`config.mk`:
```
export PLATFORM = sky130hd
export DESIGN_NAME = elm_output_accum
export DESIGN_NICKNAME = d
export VERILOG_FILES = /design/src/rtl/elm_pkg.sv /design/src/rtl/elm_mac_unit.sv /design/src/rtl/elm_output_accum.sv
export SDC_FILE = /design/constraint.sdc
export NUM_CORES = 2
export LEC_CHECK = 0
export BUFFER_PORTS_ARGS = -buffer_cell sky130_fd_sc_hd__buf_2
export CAP_MARGIN = 20
export CORE_ASPECT_RATIO = 0.8
export CORE_MARGIN = 1.5
export CORE_UTILIZATION = 40
export CTS_CLUSTER_SIZE = 8
export DETAILED_ROUTE_END_ITERATION = 16
export SLEW_MARGIN = 20
export SYNTH_ARGS = -nofsm -noshare
export SYNTH_HDL_FRONTEND = slang
export SYNTH_SLANG_ARGS = --single-unit
```
`constraint.sdc`:
```
create_clock -name clk -period 7.8 [get_ports clk]
set_input_delay 0.78 -clock clk [delete_from_list [all_inputs] [get_ports clk]]
set_output_delay 0.78 -clock clk [all_outputs]
set_load 0.01 [all_outputs]
```
`src/rtl/elm_pkg.sv`:
```
`default_nettype none
// ============================================================================
// Module      : elm_pkg
// Description : Shared constants and FSM state encoding for the ELM output
//               accumulator (class count, score width, data width).
// Revision    : 1.0 - initial release
// ============================================================================
package elm_pkg;

  localparam int ELM_N_CLASS = 10;
  localparam int ELM_ACC_W   = 48;
  localparam int ELM_DW      = 16;

  typedef enum logic [1:0] {
    ST_IDLE  = 2'd0,
    ST_ACCUM = 2'd1,
    ST_DONE  = 2'd2
  } elm_state_e;

endpackage : elm_pkg
`default_nettype wire

```
`src/rtl/elm_mac_unit.sv`:
```
`default_nettype none
// ============================================================================
// Module      : elm_mac_unit
// Description : Combinational signed multiply-accumulate step.
//               acc_out = acc_in + sext(a * b), product kept at full 2*DW
//               width before sign extension; the add wraps in two's
//               complement.
// Ports       : a, b    - signed DW-bit operands
//               acc_in  - signed ACC_W-bit running sum
//               acc_out - signed ACC_W-bit updated sum
// Revision    : 1.0 - initial release
// ============================================================================
module elm_mac_unit
  import elm_pkg::*;
#(
  parameter int DW    = ELM_DW,
  parameter int ACC_W = ELM_ACC_W
) (
  input  logic signed [DW-1:0]    a,
  input  logic signed [DW-1:0]    b,
  input  logic signed [ACC_W-1:0] acc_in,
  output logic signed [ACC_W-1:0] acc_out
);

  logic signed [2*DW-1:0]  prod;
  logic signed [ACC_W-1:0] prod_ext;

  assign prod     = a * b;
  // prod is signed, so the size cast sign-extends to the accumulator width.
  assign prod_ext = ACC_W'(prod);
  assign acc_out  = acc_in + prod_ext;

endmodule : elm_mac_unit
`default_nettype wire

```
`src/rtl/elm_output_accum.sv`:
```
`default_nettype none
// ============================================================================
// Module      : elm_output_accum
// Description : Output-layer accumulator of the ELM engine. Accepts one
//               hidden activation plus its N_CLASS output weights per beat
//               and folds the beat into N_CLASS signed score accumulators,
//               one class per cycle, through a single shared MAC.
// Ports       : clk, rst       - clock, synchronous active-high reset
//               start          - pulse, begins an inference (ignored in ACCUM)
//               h_valid/h_ready- beat handshake
//               h_data         - signed activation
//               w_data         - packed signed weights, class k at slot k
//               bias           - packed signed biases (ELM_OUT_BIAS_EN only)
//               scores         - packed class scores, class k at slot k
//               scores_valid   - level, scores final and stable
//               busy           - high while accumulating
// Config      : `define ELM_OUT_BIAS_EN adds the bias port; accumulators are
//               then loaded with sext(bias[k]) on the start edge instead of 0.
// Revision    : 1.0 - initial release
// ============================================================================
module elm_output_accum
  import elm_pkg::*;
#(
  parameter int N_HIDDEN = 64,
  parameter int DW       = ELM_DW,
  parameter int ACC_W    = ELM_ACC_W,
  parameter int N_CLASS  = ELM_N_CLASS
) (
  input  logic                     clk,
  input  logic                     rst,
  input  logic                     start,
  input  logic                     h_valid,
  output logic                     h_ready,
  input  logic [DW-1:0]            h_data,
  input  logic [N_CLASS*DW-1:0]    w_data,
`ifdef ELM_OUT_BIAS_EN
  input  logic [N_CLASS*DW-1:0]    bias,
`endif
  output logic [N_CLASS*ACC_W-1:0] scores,
  output logic                     scores_valid,
  output logic                     busy
);

  localparam int HW = $clog2(N_HIDDEN + 1);
  localparam int CW = (N_CLASS > 1) ? $clog2(N_CLASS) : 1;
  localparam logic [HW-1:0] LAST_HID = HW'(N_HIDDEN - 1);
  localparam logic [CW-1:0] LAST_CLS = CW'(N_CLASS - 1);

  elm_state_e state_q, state_d;
  logic [HW-1:0] hid_cnt_q, hid_cnt_d;
  logic [CW-1:0] cls_idx_q, cls_idx_d;
  logic          mac_busy_q, mac_busy_d;
  logic signed [DW-1:0]    h_reg_q, h_reg_d;
  logic signed [DW-1:0]    w_reg_q  [N_CLASS];
  logic signed [DW-1:0]    w_reg_d  [N_CLASS];
  logic signed [ACC_W-1:0] acc_q    [N_CLASS];
  logic signed [ACC_W-1:0] acc_d    [N_CLASS];
  logic signed [DW-1:0]    w_in     [N_CLASS];
  logic signed [ACC_W-1:0] init_val [N_CLASS];
  logic signed [ACC_W-1:0] mac_out;

  // Unpack the flat buses into per-class views and expose the accumulators.
  for (genvar k = 0; k < N_CLASS; k++) begin : g_cls
    assign w_in[k] = $signed(w_data[k*DW +: DW]);
`ifdef ELM_OUT_BIAS_EN
    assign init_val[k] = ACC_W'($signed(bias[k*DW +: DW]));
`else
    assign init_val[k] = '0;
`endif
    assign scores[k*ACC_W +: ACC_W] = acc_q[k];
  end

  elm_mac_unit #(
    .DW    (DW),
    .ACC_W (ACC_W)
  ) u_mac (
    .a       (h_reg_q),
    .b       (w_reg_q[cls_idx_q]),
    .acc_in  (acc_q[cls_idx_q]),
    .acc_out (mac_out)
  );

  always_comb begin
    state_d    = state_q;
    hid_cnt_d  = hid_cnt_q;
    cls_idx_d  = cls_idx_q;
    mac_busy_d = mac_busy_q;
    h_reg_d    = h_reg_q;
    for (int k = 0; k < N_CLASS; k++) begin
      w_reg_d[k] = w_reg_q[k];
      acc_d[k]   = acc_q[k];
    end

    case (state_q)
      ST_IDLE, ST_DONE: begin
        if (start) begin
          state_d    = ST_ACCUM;
          hid_cnt_d  = '0;
          cls_idx_d  = '0;
          mac_busy_d = 1'b0;
          for (int k = 0; k < N_CLASS; k++) acc_d[k] = init_val[k];
        end
      end
      ST_ACCUM: begin
        if (mac_busy_q) begin
          acc_d[cls_idx_q] = mac_out;
          if (cls_idx_q == LAST_CLS) begin
            mac_busy_d = 1'b0;
            cls_idx_d  = '0;
            hid_cnt_d  = hid_cnt_q + 1'b1;
            if (hid_cnt_q == LAST_HID) state_d = ST_DONE;
          end else begin
            cls_idx_d = cls_idx_q + 1'b1;
          end
        end else if (h_valid) begin
          // h_ready is high here, so this is an accepted beat.
          h_reg_d    = $signed(h_data);
          mac_busy_d = 1'b1;
          for (int k = 0; k < N_CLASS; k++) w_reg_d[k] = w_in[k];
        end
      end
      default: state_d = ST_IDLE;
    endcase
  end

  always_ff @(posedge clk) begin
    if (rst) begin
      state_q    <= ST_IDLE;
      hid_cnt_q  <= '0;
      cls_idx_q  <= '0;
      mac_busy_q <= 1'b0;
      h_reg_q    <= '0;
      for (int k = 0; k < N_CLASS; k++) begin
        w_reg_q[k] <= '0;
        acc_q[k]   <= '0;
      end
    end else begin
      state_q    <= state_d;
      hid_cnt_q  <= hid_cnt_d;
      cls_idx_q  <= cls_idx_d;
      mac_busy_q <= mac_busy_d;
      h_reg_q    <= h_reg_d;
      for (int k = 0; k < N_CLASS; k++) begin
        w_reg_q[k] <= w_reg_d[k];
        acc_q[k]   <= acc_d[k];
      end
    end
  end

  assign h_ready      = (state_q == ST_ACCUM) && !mac_busy_q;
  assign busy         = (state_q == ST_ACCUM);
  assign scores_valid = (state_q == ST_DONE);

endmodule : elm_output_accum
`default_nettype wire
```
==> results_dict.tcl <==
set metrics [dict create \
    crit_slowest_cell "mux4_2" \
    async_flop_share_pct 0 \
    wl_mm 162 \
    drv_cap 0 \
    synthesis.area_mm2 0.0429 \
    die_area_mm2 0.109 \
    p_per_area_mw_per_mm2 196 \
    min_path_type "in -> reg" \
    cts_made_buffers 95 \
    clock_latency_ns 0.70 \
    tritoncts "done" \
    dieWidth_um 369 \
    synth.net_count 5042 \
    status "finished, final reports clean" \
    clk_path_buf_depth 3 \
    final_cell_mix "662 x buf_2, 510 x dfxtp_1, 431 x inv_1" \
    final_common_cell "buf_2" \
    hold_buffers 0 \
    rrSetupSlack_ns 0.06 \
    htree_levels 3 \
    final_max_slew_viol_count 0 \
    dieHeight_um 296 \
    ys_seq_elements 674 \
    synthesis.instances 4368 \
    io-pin-count 663 \
    place_ws_ns -0.315 \
    overflow 0 \
    fillers 9743 \
    postSynthAreaPerCell_um2 9.82 \
    io_buffers 662 \
    synth.yosys.seq_area_share_pct 35.2 \
    max_slew_margin_pct 25.3 \
    synthDistinctLibCells 74 \
    avgRoutedWirePerCell_um 24.4 \
    grt_max_degree 205 \
    cp_common_cell "fa_1" \
    crit_path_max_fanout 7 \
    grt_setup_unrepaired "true" \
    rows 107 \
    p_leak_nw 24.5 \
    grt_usage_pct 28.3 \
    max_stage_delay_ns 0.53 \
    max_freq_ghz 0.129 \
    ys.flop_type "dfxtp_1" \
    drt_iter0_drc 4022 \
    grt_pass1_wl_mm 232 \
    via_per_inst 5.70 \
    fin_crit_sh_pct 99.3 \
    setup.worst_path.class "reg -> reg" \
    crit_required_ns 8.38 \
    final_antenna_net_count 0 \
    grt_pass1_vias 35800 \
    yosys_warnings 0 \
    vias 37900 \
    finalSetupViolations 0 \
    worstPathArrival_ns 8.32 \
    start_kind "flop" \
    synthToLayoutAreaGrowth_pct 26.8 \
    power_mw 10.7 \
    core-area_mm2 0.106 \
    end_kind "flop" \
    final_area_mm2 0.0544 \
    final.setup.worst_slack_ns 0.0583 \
    hpwlAfterDp_mm 116 \
    place_inst 6460 \
    period_needed_ns 7.74 \
    finClkSkew_ns 0.0322 \
    final_nets 5882 \
    antenna_found_initial 1 \
    cts_sinks 674 \
    max_slew.worst_pin.slew_ns 1.12 \
    start_util_pct 40.3 \
    drc 0 \
    layoutNonFillerInstCount 6656 \
    finalHoldViolations 0 \
    cts_root_buf "clkbuf_16" \
    peakVddDrop_mv 0.183 \
    first_pass_iters 6 \
    layout-drive-gt1-share_pct 29.6 \
    synth_edf_count 160 \
    place.gp.congestion 0.902 \
    cts.reportedPaths.clkPinSlew_ns 0.05 \
    place_area_mm2 0.0499 \
]
cells in the mapped netlist (94+ instances only):
library cell  instances  share of area, %
fa_1                362                17
a21oi_1             296               3.5
nor2_1              264               2.3
mux4_2              128               6.7
edfxtp_1            160                11
ha_1                132               3.8
nand2_1             379               3.3
and3_1              166               2.4
dfxtp_1             514                24
and2_1              131               1.9
clkbuf_1            246               2.2
o21ai_0              94               1.1
inv_1               447               3.9
a22oi_1             188               3.3
nand3_1             263               3.1
repair_timing:
item                       in CTS  in global routing
pin swaps                       3                 89
setup endpoints to repair     148                252
gates cloned                    0                 11
setup buffers                   9                 51
resized for setup              19                262
path summary, 6_finish.rpt:
path | to | cells past startpoint | from
worst min register to register | acc_q[6][42] | 2 | acc_q[6][42]
worst max register to register | acc_q[4][44] | 29 | flop
worst min-delay path | h_reg_q[7] | 2 | h_data[7]
worst max-delay path | acc_q[4][44] | 29 | flop
where the power goes:
part | switching (mW) | leakage (nW) | internal, mW
Sequential | 0.0384 | 5.82 | 3.64
Combinational | 1.85 | 17.3 | 1.27
Clock | 1.58 | 1.30 | 2.29
Total | 3.47 | 24.5 | 7.20
metal layers:
metal	track usage, %	vias to the layer above	share of wire [%]
li1	-	16600	-
met1	38.7	19100	41
met2	44.2	1864	46
met3	4.82	321	8.6
met4	12.6	0	4.6
met5	0	-	0
kinds of logic (layout without fill, tap and decap cells):
logic type,after synthesis,in the layout,synth area share [%]
other,0,1,0
AOI/OAI and AO/OA,796,796,11.9
muxes,201,202,8.44
and+or+nand+nor,1380,1380,15.5
xor gates and xnor gates,50,51,1.13
DFF,674,674,35.2
adders and majority gates,494,494,20.7
buffers and inverters,773,1641,7.04
through the flow:
step | TNS, ns | hold WS [ns] | util, %
final | 0 | 0.309 | 51.1
after CTS | 0 | 0.257 | 49.6
after detailed placement | -14.77 | 0.462 | 46.9
after global placement | -5.19 | 0.451 | 46.9
after floorplan | 0 | 0.445 | -
after global routing | -7.14 | 0.307 | 51.1
final cells by class:
class                      count  area, um2  share of cell area, %
timing repair buffer        1066       7090                   13.0
inverter                     448       1700                   3.12
antenna                        1       2.50                0.00460
sequential                   674      15100                   27.8
multi-input combinational   2923      26100                   47.9
clock inverter                 6        121                  0.223
tap                         1417       1770                   3.26
clock buffer                 121       2550                   4.68
registers in the layout (all words and copies together), names as in the netlist, named ones only:
name,cells
state_q,2
h_reg_q,16
w_reg_q,160
hid_cnt_q,7
mac_busy_q,1
cls_idx_q,4
acc_q,480
worst max-delay path: cells and delay by family (launching register included):
kind                       cells  cell delay (ns)
adders and majority gates      7             3.23
AOI/OAI and AO/OA              8             1.73
buffers and inverters          8             0.93
and+or+nand+nor                5             0.78
muxes                          1             0.53
DFF                            1             0.41
(Power assumes the default switching activity.)
